<file path="config.mk">
export PLATFORM = sky130hd
export DESIGN_NAME = io_display_responder
export DESIGN_NICKNAME = d
export VERILOG_FILES = /design/src/rtl/io_display_responder.sv
export SDC_FILE = /design/constraint.sdc
export NUM_CORES = 1
export LEC_CHECK = 0
export ABC_AREA = 1
export CELL_PAD_IN_SITES_DETAIL_PLACEMENT = 0
export CELL_PAD_IN_SITES_GLOBAL_PLACEMENT = 1
export CORE_UTILIZATION = 37
export CTS_CLUSTER_DIAMETER = 30
export DETAILED_ROUTE_END_ITERATION = 10
export PLACE_DENSITY_LB_ADDON = 0.1
export REMOVE_ABC_BUFFERS = 1
export SYNTH_ARGS = -nofsm -noshare
export SYNTH_HDL_FRONTEND = slang
export SYNTH_SLANG_ARGS = --single-unit
</file>
<file path="constraint.sdc">
create_clock -name clk -period 1.55 [get_ports clk]
set_input_delay 0.465 -clock clk [delete_from_list [all_inputs] [get_ports clk]]
set_output_delay 0.465 -clock clk [all_outputs]
set_load 0.005 [all_outputs]
</file>
<file path="src/rtl/io_display_responder.sv">
// io_display_responder
//   Memory-mapped IO responder for the display value, board switches and
//   status. A DISPLAY write starts a sequential double-dabble conversion of
//   the signed value to ten packed BCD digits plus a sign, one shift per
//   cycle; the digits and sign are committed only once the conversion ends.
//
// Ports
//   clk        system clock, rising edge
//   rstIO      asynchronous active-low reset
//   addressIO  byte offset within the IO window (bits [3:2] decoded)
//   dataInIO   write data
//   wEnIO      write strobe
//   dataOutIO  combinational read data
//   sw         asynchronous board switches
//   bcdDigits  ten BCD digits, digit 0 (units) in bits [3:0]
//   neg        sign of the displayed value
//   busy       conversion in progress
module io_display_responder #(
    parameter int unsigned IO_ADDR_BITS = 4,
    parameter int unsigned SW_BITS      = 10
) (
    input  logic                    clk,
    input  logic                    rstIO,
    input  logic [IO_ADDR_BITS-1:0] addressIO,
    input  logic [31:0]             dataInIO,
    input  logic                    wEnIO,
    output logic [31:0]             dataOutIO,
    input  logic [SW_BITS-1:0]      sw,
    output logic [39:0]             bcdDigits,
    output logic                    neg,
    output logic                    busy
);

    localparam int unsigned DATA_W = 32;
    localparam int unsigned DIGITS = 10;
    localparam int unsigned BCD_W  = 4 * DIGITS;
    localparam int unsigned CNT_W  = 5;

    localparam logic [1:0]       REG_DISPLAY  = 2'd0;
    localparam logic [1:0]       REG_STATUS   = 2'd1;
    localparam logic [1:0]       REG_SWITCHES = 2'd2;
    localparam logic [1:0]       REG_DIGITS   = 2'd3;
    localparam logic [CNT_W-1:0] LAST_SHIFT   = CNT_W'(DATA_W - 1);

    typedef enum logic [1:0] {
        ST_IDLE,
        ST_SHIFT,
        ST_DONE
    } state_t;

    state_t              state_q, state_d;
    logic [DATA_W-1:0]   display_q, display_d;
    logic [DATA_W-1:0]   mag_q, mag_d;
    logic [BCD_W-1:0]    acc_q, acc_d, acc_adj;
    logic [CNT_W-1:0]    cnt_q, cnt_d;
    logic                sign_q, sign_d;
    logic                overrun_q, overrun_d;
    logic                busy_d, neg_d;
    logic [BCD_W-1:0]    digits_d;
    logic [SW_BITS-1:0]  sw_meta_q, sw_sync_q;

    logic                display_wr, status_wr;
    logic                unused_addr;

    // Low address bits (and any bits above [3:2]) are intentionally not decoded
    assign unused_addr = &{1'b0, addressIO};

    assign display_wr = wEnIO && (addressIO[3:2] == REG_DISPLAY);
    assign status_wr  = wEnIO && (addressIO[3:2] == REG_STATUS);

    // Double-dabble correction: +3 on every digit >= 5 before the shift
    always_comb begin
        acc_adj = acc_q;
        for (int i = 0; i < int'(DIGITS); i++) begin
            if (acc_q[i*4 +: 4] >= 4'd5) begin
                acc_adj[i*4 +: 4] = acc_q[i*4 +: 4] + 4'd3;
            end
        end
    end

    // Next-state and datapath updates
    always_comb begin
        state_d   = state_q;
        display_d = display_q;
        mag_d     = mag_q;
        acc_d     = acc_q;
        cnt_d     = cnt_q;
        sign_d    = sign_q;
        overrun_d = overrun_q;
        busy_d    = busy;
        neg_d     = neg;
        digits_d  = bcdDigits;

        if (status_wr && dataInIO[1]) begin
            overrun_d = 1'b0;
        end

        case (state_q)
            ST_IDLE: begin
                state_d = ST_IDLE;
            end
            ST_SHIFT: begin
                acc_d = {acc_adj[BCD_W-2:0], mag_q[DATA_W-1]};
                mag_d = {mag_q[DATA_W-2:0], 1'b0};
                cnt_d = cnt_q + CNT_W'(1);
                if (cnt_q == LAST_SHIFT) begin
                    state_d = ST_DONE;
                end
            end
            ST_DONE: begin
                digits_d = acc_q;
                neg_d    = sign_q;
                busy_d   = 1'b0;
                state_d  = ST_IDLE;
            end
            default: begin
                state_d = ST_IDLE;
            end
        endcase

        // A new value always wins: abort any conversion, including its commit
        if (display_wr) begin
            display_d = dataInIO;
            sign_d    = dataInIO[31];
            mag_d     = dataInIO[31] ? (~dataInIO + DATA_W'(1)) : dataInIO;
            acc_d     = '0;
            cnt_d     = '0;
            busy_d    = 1'b1;
            digits_d  = bcdDigits;
            neg_d     = neg;
            state_d   = ST_SHIFT;
            if (state_q != ST_IDLE) begin
                overrun_d = 1'b1;
            end
        end
    end

    // State register
    always_ff @(posedge clk or negedge rstIO) begin
        if (!rstIO) begin
            state_q <= ST_IDLE;
        end else begin
            state_q <= state_d;
        end
    end

    // Datapath, committed outputs and switch synchronizer
    always_ff @(posedge clk or negedge rstIO) begin
        if (!rstIO) begin
            display_q <= '0;
            mag_q     <= '0;
            acc_q     <= '0;
            cnt_q     <= '0;
            sign_q    <= 1'b0;
            overrun_q <= 1'b0;
            busy      <= 1'b0;
            neg       <= 1'b0;
            bcdDigits <= '0;
            sw_meta_q <= '0;
            sw_sync_q <= '0;
        end else begin
            display_q <= display_d;
            mag_q     <= mag_d;
            acc_q     <= acc_d;
            cnt_q     <= cnt_d;
            sign_q    <= sign_d;
            overrun_q <= overrun_d;
            busy      <= busy_d;
            neg       <= neg_d;
            bcdDigits <= digits_d;
            sw_meta_q <= sw;
            sw_sync_q <= sw_meta_q;
        end
    end

    // Read mux, no side effects
    always_comb begin
        dataOutIO = '0;
        case (addressIO[3:2])
            REG_DISPLAY:  dataOutIO = display_q;
            REG_STATUS:   dataOutIO = {16'h0000, bcdDigits[39:32], 5'b00000,
                                       neg, overrun_q, busy};
            REG_SWITCHES: dataOutIO = DATA_W'(sw_sync_q);
            REG_DIGITS:   dataOutIO = bcdDigits[31:0];
            default:      dataOutIO = '0;
        endcase
    end

endmodule
</file>
==> impl_results.md <==
* Area of the core at 22,900 um^2
* CTS Buf Count at 17
* Diodes inserted at 0
* Setup ws final at -0.221 ns
* CP max stage delay at 0.14 ns
* Routed vias at 8,333
* Max Cap Viol at 0
* H-tree levels at 4
* Worst setup path category: input pin to output port
* WL per Instance at 16.4 um
* All-Layer GR Usage at 23.8%
* Initial Utilization at 38.3%
* DP HPWL at slightly below 20,000 um
* Worst-skew pair later-pin latency at 0.44 ns
* Pin count of the biggest net entering global routing at 48
* # DRC at 0
* Worst-path maximum fanout at 4
* First-pass GRT wire length at ~44,000 um
* Hold Path Sink: sw_sync_q[0]
* #FFs+latches synth at 174
* R2R Path End: acc_q[30]
* Post-layout util at 55.4%
* Clock slew seen by the registers of the worst setup and hold paths at 0.07 ns
* Die H at 156 um
* Primary FF master, synth: dfrtp_1
* WP data required at around 1.1 ns
* Share of layout cells above drive strength 1 at 27.3%
* DIE AREA at 24,300 um^2
* CP endpoint kind: output port
* Seq/Total Area, Yosys at 49.7%
* Critical Path Source Type: input pin
* Post-synth EDFFs at 0
* Min-delay src: sw_meta_q[0]
* Reg2reg start: acc_q[28]
* Root buf cell: clkbuf_16
* Tightest Pin Transition at 0.351 ns
* Nets@finish at ~1.5k
* Final period utilization at 114%
* Hold Path Class: flop to flop
* Top Ports at 123
* Router iterations before antenna repair at 5
* CTS tree: yes
* Buf+Inv Stages, Crit Path at 6
* DP Worst Slack at -1.06 ns
* Fmax at 565 MHz
* GPL Wtd Cong at 0.870
* Fill count at 2,142
* Slew Viols, Final at 0
* Clk_skew at around 0.019 ns
* DRT antenna net count at 0
* Fin crit period at between 1.5 and 2 ns
* Register area at 4350 um^2
* 1st-iter DRT viols at a little under 400
* Synth Warn # at 0
* DR vias/cell at 4.86
* Final setup viols at 33
* Routed Wire Length at about 28,000 um
* Crit path arrival time at 1.31 ns
* Worst Reg-to-Reg Cells at 8
* RSZ-0062 raised after global routing: yes
* Clock sinks at 174
* CP dominant cell by count: buf_8
* Worst hold path depth at 0
* Area occupied by multi-input gates at between 3000 and 4000 um^2
* Leak at 0.00634 uW
* R2R setup slack at roughly 0.13 ns
* Number of global-route vias before repair at ~8.1k
* Placed Instances at 1,631
* Worst VDD drop at 0.769 mV
* Core Rows at 55
* Asr flop ratio synth at 100%
* P&R area growth vs syn at 44.7%
* Failing checks: negative setup slack
* Hold Fails Final Rpt at 0
* CP max-delay cell: buf_16
* Die X at roughly 160 um
* Status: complete, but fails checks
* Count of cell types in the netlist at 32
* Slew HR at approximately 77%
* Total congestion overflow at 0
* CP delay by family, top: buffers and inverters
* Pwr Density at ~1300 nW/um^2
* I/O Buffers at 120
* Cells after Synth at 1,102
* CP Cell Sequence: buf_8, nand2_4, inv_4, buf_12, buf_16, buf_8, nand2_2, o21ai_2, buf_2
* Mapped Area at 8770 um^2
* Clock Tree Buf Depth at 2
* Finished Layout Cells at 1,713
* Mean Syn Cell Area at ~8.0 um^2
* Initial antenna violation count at 0
routing by layer:
metal  vias to the layer above  part of all wire [%]  GRT usage, %
met1                      4019                    49          34.3
li1                       4152                     -             -
met2                       145                    46          38.1
met3                        17                   3.5          3.47
met5                         -                     0             0
met4                         0                   1.1          4.90
registers in the layout, indices dropped and copies added, names as in the netlist:
register,cells
acc_q,40
bcdDigits,40
busy,1
cnt_q,5
display_q,32
mag_q,32
neg,1
overrun_q,1
state_q,2
sw_meta_q,10
sw_sync_q,10
report_power, final:
| part | switching (uW) | internal, uW |
|---|---|---|
| combinational | 3120 | 2180 |
| clock | 2110 | 2310 |
| sequential | 551 | 5600 |
| total | 5780 | 10100 |
cells in the final DEF (no fill, tap or decap), types with 18 or more instances in the layout:
cell type | Yosys | layout
nand2_1 | 248 | 198
dfrtp_1 | 174 | 174
inv_1 | 144 | 136
buf_4 | 8 | 128
o21ai_0 | 141 | 125
nor2_1 | 128 | 111
buf_6 | 2 | 66
nand3_1 | 62 | 57
nand2_2 | 1 | 42
o22ai_1 | 34 | 34
buf_2 | 19 | 34
a21oi_1 | 33 | 33
clkdlybuf4s50_1 | 0 | 29
ha_1 | 23 | 22
nand3b_1 | 19 | 19
clkbuf_16 | 0 | 18
cell families after synthesis:
kind of cell             Yosys count  share of synthesized area [%]
XOR/XNOR                          10                          0.999
AND/OR/NAND/NOR                  467                           22.1
adder cells (fa/ha/maj)           23                           3.28
AO/OA/AOI/OAI                    238                           15.0
flip-flops                       174                           49.7
buffers and inverters            190                           8.96
Yosys cell counts, drive strengths merged (8+ instances only):
master | instances | area [um^2]
a21oi | 33 | 165
nor2 | 129 | 492
xor2 | 9 | 78.8
o21bai | 8 | 60.1
nand3b | 19 | 143
o22ai | 34 | 213
clkbuf | 14 | 53.8
o21ai | 142 | 711
dfrtp | 174 | 4350
buf | 29 | 178
nand3 | 62 | 310
ha | 23 | 288
o211ai | 15 | 113
nand2 | 251 | 960
inv | 146 | 551
worst max path at each step:
| stage | startpoint | slack, ns | depth (start not counted) | endpoint |
|---|---|---|---|---|
| global route | addressIO[2] | -0.26 | 9 | dataOutIO[16] |
| finish | addressIO[2] | -0.22 | 9 | dataOutIO[29] |
| CTS | addressIO[3] | -0.25 | 9 | dataOutIO[10] |
| floorplan | addressIO[3] | -0.96 | 4 | bcdDigits[0] |
| detailed placement | addressIO[2] | -1.06 | 7 | dataOutIO[8] |
| global placement | addressIO[2] | -1.04 | 7 | dataOutIO[1] |
metrics by stage:
step           hold WS (ns)  area, um^2  setup TNS [ns]  total power [uW]
2_1_floorplan         0.169        8540          -80.70              9400
5_1_grt               0.360       12700           -6.82             17000
6_report              0.353       12700           -5.07             15900
4_1_cts               0.352       12400           -5.73             15900
3_3_place_gp          0.332       11300         -115.51             11300
3_5_place_dp          0.337       11300         -116.59             11400
timing repair:
| item | CTS | global route |
|---|---|---|
| endpoints found under the setup margin | 212 | 120 |
| gates cloned | 3 | 1 |
| pin swaps | 22 | 22 |
| hold buffers | 1 | 0 |
| setup buffers | 38 | 19 |
| endpoints found under the hold margin | 25 | 0 |
| gates resized for setup | 401 | 100 |
worst reg2reg max path, stage by stage (launching register included):
cell and delay [ns]:
dfrtp_1 0.43, ha_1 0.22, nand2_1 0.07, nand2_1 0.04
nor2_1 0.14, inv_1 0.10, a21oi_1 0.16, o21ai_0 0.11
o21ai_0 0.08
area by class of cell:
type | instances | share of cell area [%]
Clock buffer | 18 | 3.38
Sequential cell | 174 | 34.3
Clock inverter | 14 | 1.34
Multi-Input combinational cell | 738 | 30.9
Tap cell | 313 | 3.09
Timing Repair Buffer | 309 | 22.6
Inverter | 147 | 4.43
(Power assumes the default switching activity.)
